File: config.mk
export PLATFORM = sky130hd
export DESIGN_NAME = hazard_ctrl_flat
export DESIGN_NICKNAME = d
export VERILOG_FILES = /design/src/rtl/hazard_pkg.sv /design/src/rtl/hazard_ctrl_if.sv /design/src/rtl/hazard_perf_cnt.sv /design/src/rtl/hazard_ctrl.sv /design/src/flat_wrapper.sv
export SDC_FILE = /design/constraint.sdc
export NUM_CORES = 1
export LEC_CHECK = 0
export ABC_AREA = 0
export ABC_CLOCK_PERIOD_IN_PS = 2500
export CORE_AREA = 2 2 39 41
export DETAILED_ROUTE_END_ITERATION = 8
export DIE_AREA = 0 0 41 43
export GPL_TIMING_DRIVEN = 0
export PLACE_DENSITY = 0.8
export SETUP_SLACK_MARGIN = 0.15
export SYNTH_ARGS = -nofsm -noshare
export SYNTH_HDL_FRONTEND = slang
export SYNTH_SLANG_ARGS = --single-unit
File: constraint.sdc
create_clock -name clk -period 2.5 [get_ports clk]
set_input_delay 0.5 -clock clk [delete_from_list [all_inputs] [get_ports clk]]
set_output_delay 0.5 -clock clk [all_outputs]
set_load 0.02 [all_outputs]
File: src/rtl/hazard_pkg.sv
// Shared types and constants for the pipeline hazard controller.
//   state_e : squash-tracking FSM states (run / squash pending)
//   cause_e : stall_cause encoding driven on the stall_cause output
//   CntWDefault / RdWDefault : default counter and register-index widths
package hazard_pkg;

  typedef enum logic [0:0] {
    StRun    = 1'b0,
    StSquash = 1'b1
  } state_e;

  typedef enum logic [2:0] {
    CauseNone   = 3'd0,
    CauseDstall = 3'd1,
    CauseRedir  = 3'd2,
    CauseLuse   = 3'd3,
    CauseIstall = 3'd4
  } cause_e;

  localparam int unsigned CntWDefault = 32;
  localparam int unsigned RdWDefault  = 5;

  // Load-use hit: EX holds a load to a non-zero register that ID actually reads.
  function automatic logic load_use_hit(input logic       memread,
                                        input logic       rd_nonzero,
                                        input logic       rs1_match,
                                        input logic       use_rs1,
                                        input logic       rs2_match,
                                        input logic       use_rs2);
    return memread && rd_nonzero && ((rs1_match && use_rs1) || (rs2_match && use_rs2));
  endfunction

endpackage

File: src/rtl/hazard_ctrl_if.sv
// Hazard controller bundle: pipeline-side requests in, register enables/flushes out.
//   master : pipeline side (drives rs/rd/memread/redirect/cache stalls, reads controls)
//   slave  : hazard_ctrl (reads requests, drives writes, flushes and stall_cause)
interface hazard_ctrl_if #(
  parameter int unsigned RD_W = 5
);
  logic [RD_W-1:0] IF_ID_rs1;
  logic [RD_W-1:0] IF_ID_rs2;
  logic            IF_ID_use_rs1;
  logic            IF_ID_use_rs2;
  logic [RD_W-1:0] ID_EX_rd;
  logic            ID_EX_memread;
  logic            ex_redirect;
  logic            icache_stall;
  logic            dcache_stall;

  logic            pc_write;
  logic            IF_ID_write;
  logic            ID_EX_write;
  logic            EX_MEM_write;
  logic            MEM_WB_write;
  logic            IF_ID_flush;
  logic            ID_EX_flush;
  logic [2:0]      stall_cause;

  modport master (
    output IF_ID_rs1, IF_ID_rs2, IF_ID_use_rs1, IF_ID_use_rs2, ID_EX_rd, ID_EX_memread,
           ex_redirect, icache_stall, dcache_stall,
    input  pc_write, IF_ID_write, ID_EX_write, EX_MEM_write, MEM_WB_write,
           IF_ID_flush, ID_EX_flush, stall_cause
  );

  modport slave (
    input  IF_ID_rs1, IF_ID_rs2, IF_ID_use_rs1, IF_ID_use_rs2, ID_EX_rd, ID_EX_memread,
           ex_redirect, icache_stall, dcache_stall,
    output pc_write, IF_ID_write, ID_EX_write, EX_MEM_write, MEM_WB_write,
           IF_ID_flush, ID_EX_flush, stall_cause
  );
endinterface

File: src/rtl/hazard_perf_cnt.sv
// Saturating event counter: increments on en_i, sticks at all-ones.
//   clk, rst : clock and asynchronous active-high reset (clears to 0)
//   en_i     : count this cycle
//   cnt_o    : current count
module hazard_perf_cnt #(
  parameter int unsigned CNT_W = 32
) (
  input  logic             clk,
  input  logic             rst,
  input  logic             en_i,
  output logic [CNT_W-1:0] cnt_o
);

  logic [CNT_W-1:0] cnt_q, cnt_d;

  always_comb begin
    cnt_d = cnt_q;
    if (en_i && (cnt_q != {CNT_W{1'b1}})) begin
      cnt_d = cnt_q + CNT_W'(1);
    end
  end

  always_ff @(posedge clk or posedge rst) begin
    if (rst) begin
      cnt_q <= '0;
    end else begin
      cnt_q <= cnt_d;
    end
  end

  assign cnt_o = cnt_q;

endmodule

File: src/rtl/hazard_ctrl.sv
// Five-stage pipeline hazard controller. Arbitrates dcache stall, EX redirect,
// load-use and icache stall (in that priority) into PC / pipeline-register
// enables and flushes, and remembers a wrong-path fetch that must be squashed
// when a redirect overlaps an icache miss.
//   clk, rst : clock, asynchronous active-high reset
//   hz       : hazard_ctrl_if slave (requests in, controls out)
//   perf_*   : saturating per-cause win counters, only with HAZARD_PERF_EN defined
module hazard_ctrl
  import hazard_pkg::*;
#(
  parameter int unsigned RD_W  = RdWDefault,
  parameter int unsigned CNT_W = CntWDefault
) (
  input  logic              clk,
  input  logic              rst,
  hazard_ctrl_if.slave      hz
`ifdef HAZARD_PERF_EN
  ,
  output logic [CNT_W-1:0]  perf_dstall,
  output logic [CNT_W-1:0]  perf_istall,
  output logic [CNT_W-1:0]  perf_luse,
  output logic [CNT_W-1:0]  perf_redir
`endif
);

  state_e state_q, state_d;

  logic [RD_W-1:0] ex_rd;
  logic            load_use;
  logic            squash_exit;

  logic   pc_write, if_id_write, id_ex_write, ex_mem_write, mem_wb_write;
  logic   if_id_flush, id_ex_flush;
  cause_e cause;

  assign ex_rd = hz.ID_EX_rd;

  assign load_use = load_use_hit(hz.ID_EX_memread, ex_rd != '0,
                                 ex_rd == hz.IF_ID_rs1, hz.IF_ID_use_rs1,
                                 ex_rd == hz.IF_ID_rs2, hz.IF_ID_use_rs2);

  // First cycle the wrong-path fetch lands with nothing holding the pipe.
  assign squash_exit = (state_q == StSquash) && !hz.icache_stall && !hz.dcache_stall;

  always_comb begin
    state_d      = state_q;
    pc_write     = 1'b1;
    if_id_write  = 1'b1;
    id_ex_write  = 1'b1;
    ex_mem_write = 1'b1;
    mem_wb_write = 1'b1;
    if_id_flush  = 1'b0;
    id_ex_flush  = 1'b0;
    cause        = CauseNone;

    if (hz.dcache_stall) begin
      pc_write     = 1'b0;
      if_id_write  = 1'b0;
      id_ex_write  = 1'b0;
      ex_mem_write = 1'b0;
      mem_wb_write = 1'b0;
      cause        = CauseDstall;
    end else if (hz.ex_redirect) begin
      if_id_flush = 1'b1;
      id_ex_flush = 1'b1;
      cause       = CauseRedir;
      // An outstanding fetch is wrong-path; it must be dropped when it returns.
      state_d     = hz.icache_stall ? StSquash : StRun;
    end else if (squash_exit) begin
      // Load-use is deliberately not considered: ID is being discarded.
      if_id_flush = 1'b1;
      cause       = CauseRedir;
      state_d     = StRun;
    end else if (load_use) begin
      pc_write    = 1'b0;
      if_id_write = 1'b0;
      id_ex_flush = 1'b1;
      cause       = CauseLuse;
    end else if (hz.icache_stall) begin
      pc_write    = 1'b0;
      if_id_flush = 1'b1;
      cause       = CauseIstall;
    end

    if (rst) begin
      pc_write     = 1'b0;
      if_id_write  = 1'b0;
      id_ex_write  = 1'b0;
      ex_mem_write = 1'b0;
      mem_wb_write = 1'b0;
      if_id_flush  = 1'b1;
      id_ex_flush  = 1'b1;
      cause        = CauseNone;
      state_d      = StRun;
    end
  end

  always_ff @(posedge clk or posedge rst) begin
    if (rst) begin
      state_q <= StRun;
    end else begin
      state_q <= state_d;
    end
  end

  assign hz.pc_write     = pc_write;
  assign hz.IF_ID_write  = if_id_write;
  assign hz.ID_EX_write  = id_ex_write;
  assign hz.EX_MEM_write = ex_mem_write;
  assign hz.MEM_WB_write = mem_wb_write;
  assign hz.IF_ID_flush  = if_id_flush;
  assign hz.ID_EX_flush  = id_ex_flush;
  assign hz.stall_cause  = cause;

`ifdef HAZARD_PERF_EN
  hazard_perf_cnt #(.CNT_W(CNT_W)) u_cnt_dstall (
    .clk   (clk),
    .rst   (rst),
    .en_i  (cause == CauseDstall),
    .cnt_o (perf_dstall)
  );

  hazard_perf_cnt #(.CNT_W(CNT_W)) u_cnt_istall (
    .clk   (clk),
    .rst   (rst),
    .en_i  (cause == CauseIstall),
    .cnt_o (perf_istall)
  );

  hazard_perf_cnt #(.CNT_W(CNT_W)) u_cnt_luse (
    .clk   (clk),
    .rst   (rst),
    .en_i  (cause == CauseLuse),
    .cnt_o (perf_luse)
  );

  // Squash-exit cycles report CauseRedir, so they land here as well.
  hazard_perf_cnt #(.CNT_W(CNT_W)) u_cnt_redir (
    .clk   (clk),
    .rst   (rst),
    .en_i  (cause == CauseRedir),
    .cnt_o (perf_redir)
  );
`else
  logic [CNT_W-1:0] unused_cnt_w;
  assign unused_cnt_w = '0;
`endif

endmodule

File: src/flat_wrapper.sv
// flat-port wrapper written by rule: the top's interface ports become plain ports
module hazard_ctrl_flat import hazard_pkg::*;
#(
  parameter int unsigned RD_W  = RdWDefault,
  parameter int unsigned CNT_W = CntWDefault
)
  (clk, rst, hz_IF_ID_rs1, hz_IF_ID_rs2, hz_IF_ID_use_rs1, hz_IF_ID_use_rs2, hz_ID_EX_rd, hz_ID_EX_memread, hz_ex_redirect, hz_icache_stall, hz_dcache_stall, hz_pc_write, hz_IF_ID_write, hz_ID_EX_write, hz_EX_MEM_write, hz_MEM_WB_write, hz_IF_ID_flush, hz_ID_EX_flush, hz_stall_cause);
  hazard_ctrl_if #(.RD_W(RD_W)) hz_i ();
  input  logic clk;
  input  logic rst;
  input wire logic [$bits(hz_i.IF_ID_rs1)-1:0] hz_IF_ID_rs1;
  input wire logic [$bits(hz_i.IF_ID_rs2)-1:0] hz_IF_ID_rs2;
  input wire logic [$bits(hz_i.IF_ID_use_rs1)-1:0] hz_IF_ID_use_rs1;
  input wire logic [$bits(hz_i.IF_ID_use_rs2)-1:0] hz_IF_ID_use_rs2;
  input wire logic [$bits(hz_i.ID_EX_rd)-1:0] hz_ID_EX_rd;
  input wire logic [$bits(hz_i.ID_EX_memread)-1:0] hz_ID_EX_memread;
  input wire logic [$bits(hz_i.ex_redirect)-1:0] hz_ex_redirect;
  input wire logic [$bits(hz_i.icache_stall)-1:0] hz_icache_stall;
  input wire logic [$bits(hz_i.dcache_stall)-1:0] hz_dcache_stall;
  output wire logic [$bits(hz_i.pc_write)-1:0] hz_pc_write;
  output wire logic [$bits(hz_i.IF_ID_write)-1:0] hz_IF_ID_write;
  output wire logic [$bits(hz_i.ID_EX_write)-1:0] hz_ID_EX_write;
  output wire logic [$bits(hz_i.EX_MEM_write)-1:0] hz_EX_MEM_write;
  output wire logic [$bits(hz_i.MEM_WB_write)-1:0] hz_MEM_WB_write;
  output wire logic [$bits(hz_i.IF_ID_flush)-1:0] hz_IF_ID_flush;
  output wire logic [$bits(hz_i.ID_EX_flush)-1:0] hz_ID_EX_flush;
  output wire logic [$bits(hz_i.stall_cause)-1:0] hz_stall_cause;
  assign hz_i.IF_ID_rs1 = hz_IF_ID_rs1;
  assign hz_i.IF_ID_rs2 = hz_IF_ID_rs2;
  assign hz_i.IF_ID_use_rs1 = hz_IF_ID_use_rs1;
  assign hz_i.IF_ID_use_rs2 = hz_IF_ID_use_rs2;
  assign hz_i.ID_EX_rd = hz_ID_EX_rd;
  assign hz_i.ID_EX_memread = hz_ID_EX_memread;
  assign hz_i.ex_redirect = hz_ex_redirect;
  assign hz_i.icache_stall = hz_icache_stall;
  assign hz_i.dcache_stall = hz_dcache_stall;
  assign hz_pc_write = hz_i.pc_write;
  assign hz_IF_ID_write = hz_i.IF_ID_write;
  assign hz_ID_EX_write = hz_i.ID_EX_write;
  assign hz_EX_MEM_write = hz_i.EX_MEM_write;
  assign hz_MEM_WB_write = hz_i.MEM_WB_write;
  assign hz_IF_ID_flush = hz_i.IF_ID_flush;
  assign hz_ID_EX_flush = hz_i.ID_EX_flush;
  assign hz_stall_cause = hz_i.stall_cause;
  hazard_ctrl #(.RD_W(RD_W), .CNT_W(CNT_W)) u_core (.clk(clk), .rst(rst), .hz(hz_i));
endmodule
==> results.yml <==
cts:
  cts_hold_buf: 0
  clkLatencyLatePin_ns: 0
  clk_pin_slew_ns: 0
timing:
  grt_setup_unrepaired: "false"
  tightest_slew_ns: 0.237
  finalWorstSetupSlack_ns: 0.213
  hold_slack_ns: 0.592
  max_freq_mhz: 437
  setup_tns_ns: 0
  slew_viol_final: 0
  fin_skew_ns: 0
  post-route-period-util: 0.915
  period_needed_ns: 2.29
  relSlewSlack: 0.840
  hold_violations: 0
  setup_viol: 0
drt:
  drc: 0
  via_per_inst: 4.62
  wl_per_cell_um: 10.4
  vias: 448
  drt_iter0_drc: 0
  first_pass_iters: 1
  detail-route-antenna-nets: 0
  drt-total-wl_um: 1010
yosys:
  avgSynthCellArea_um2: 7.83
  syn_nets: 66
  syn_area_um2: 337
  synth_top_cells_by_area: "xnor2_1 (26%), dfrtp_1 (7.4%), o211a_1 (5.9%)"
  synth_top_area_cell: "xnor2_1"
  synth.distinct_cells: 22
  ys_seq_area_frac: 0.0743
  yosysWarnings: 0
  synth_top_area_frac: 0.260
  ys_ff_latch: 1
  syn_inst: 43
die:
  start_util: 0.243
  core_area_um2: 1380
  rows: 14
  die_h_um: 43
  die_area_um2: 1760
  die-width_um: 41
  io-pin-count: 33
power_and_ir_drop:
  p_leak_nw: 0.336
  p_int_w: 0.0000794
  power_density_nw_per_um2: 187
  fin_total_pwr_w: 0.000130
  p_seq_frac: 0.140
  ir_drop_mv: 0.0846
  p_switching_w: 0.0000503
  pwr-share-clk: 0
  comb_power_share: 0.860
  p_sw_frac: 0.388
setup_path:
  arrival_ns: 1.79
  critical_path_required_ns: 2.00
  worst-setup-path-type: "in -> out"
  worstSetupEndpointType: "output port"
  path_max_fanout: 6
  cp-start-kind: "primary input"
placement:
  portBuffers: 32
  dp_slack_ns: -0.707
  place.gp.congestion: 0.696
  dpl.hpwl_um: 825
cells_and_area:
  finish.utilization: 0.501
  registers.top_by_ff_count: "u_core.state_q"
  largest_reg_flops: 1
  top_regs: "u_core.state_q (1)"
  fillers: 143
  drive_above_1_share: 0.432
  final_nets: 106
  antenna-diode-count: 0
  area_delta_synth_final_pct: 106
run_status:
  outcome: "finished clean"
global_routing:
  grt_max_degree: 7
  grt_overflow: 0
  grt_pass1_wl_um: 1410
  track_usage: 0.105
  antenna_found_initial: 0
  first_global_vias: 380
worst_hold_path:
  hold_path.class: "reg -> reg"
job:
  cap_viol_max_count: 0
[metrics by stage]
stage / instance area (um2) / instances
after detailed placement: 677 / 91
final: 693 / 97
after CTS: 661 / 95
after global placement: 677 / 91
after global routing: 693 / 97
after floorplan: 337 / 43
[power groups by stage]
stage | combinational [W] | clock, W | sequential, W
3_5_place_dp | 0.000114 | 0 | 0.0000181
4_1_cts | 0.000106 | 0 | 0.0000181
3_3_place_gp | 0.000113 | 0 | 0.0000180
5_1_grt | 0.000122 | 0 | 0.0000183
6_report | 0.000112 | 0 | 0.0000181
2_1_floorplan | 0.0000509 | 0 | 0.0000179
[cells in the mapped netlist]
cell type / n
o31ai_1: 1
o211a_1: 2
or4_4: 1
dfrtp_1: 1
inv_1: 2
o22ai_1: 1
nor2_1: 2
o21ai_4: 1
a21oi_1: 1
a211oi_2: 1
o41ai_1: 1
o221a_2: 1
or2_2: 2
buf_4: 2
nor3_2: 1
nor2b_1: 3
nand4_1: 2
o22a_1: 1
xnor2_1: 10
o21ai_0: 1
or3_1: 2
nand2_1: 4
[repair_timing]
item | 4_1_cts | 5_1_grt
setup endpoints to repair | 10 | 9
setup buffers | 4 | 2
resized for setup | 69 | 16
pin swaps | 14 | 12
[kinds of logic (layout without fill, tap and decap cells)]
logic type,count (synthesis),after routing,synth area share
compound gates,11,11,0.301
xor+xnor,10,10,0.260
buf+inv,4,42,0.0669
flops,1,1,0.0743
simple gates,17,17,0.297
[worst max-delay path: stages]
cell and delay (ns):
buf_2 0.12, or4_4 0.52, o21ai_4 0.20, nor3_2 0.08
a211oi_2 0.18, buf_4 0.17
[cell type report]
cell class / count / area (um2) / share of cell area
Inverter: 2 / 7.51 / 0.0108
Tap cell: 16 / 20.0 / 0.0289
Sequential cell: 1 / 25.0 / 0.0361
Buffer: 2 / 15.0 / 0.0217
Timing Repair Buffer: 38 / 314 / 0.453
Multi-Input combinational cell: 38 / 312 / 0.449
[per-layer routing]
metal,track usage,vias to the layer above,share of wire
met2,0.194,24,0.49
met1,0.137,191,0.42
met3,0,0,0.092
met4,0,0,0
met5,0,-,0
li1,-,233,-
[cell usage in the layout (no fill, tap or decap), drive strengths merged, types with 2 or more instances in the layout]
| cell | instances |
|---|---|
| buf | 19 |
| dlygate4sd2 | 11 |
| xnor2 | 10 |
| nand2 | 4 |
| nor2b | 3 |
| dlymetal6s2s | 3 |
| clkdlybuf4s50 | 3 |
| nand4 | 2 |
| o211a | 2 |
| nor2 | 2 |
| clkbuf | 2 |
| clkdlybuf4s15 | 2 |
| inv | 2 |
| or2 | 2 |
| o21ai | 2 |
| or3 | 2 |
[worst paths after layout]
check / start / slack, ns / to / cells past startpoint
min in group asynchronous: rst / 0.76 / u_core.state_q / 2
hold reg to reg: u_core.state_q / 0.59 / u_core.state_q / 1
setup / recovery: hz_ID_EX_rd[2] / 0.21 / hz_pc_write / 6
max in group asynchronous: rst / 1.63 / u_core.state_q / 2
setup reg to reg: u_core.state_q / 1.76 / u_core.state_q / 1
hold / removal: u_core.state_q / 0.59 / u_core.state_q / 1
Note: power is estimated with default switching activity, not from simulation.
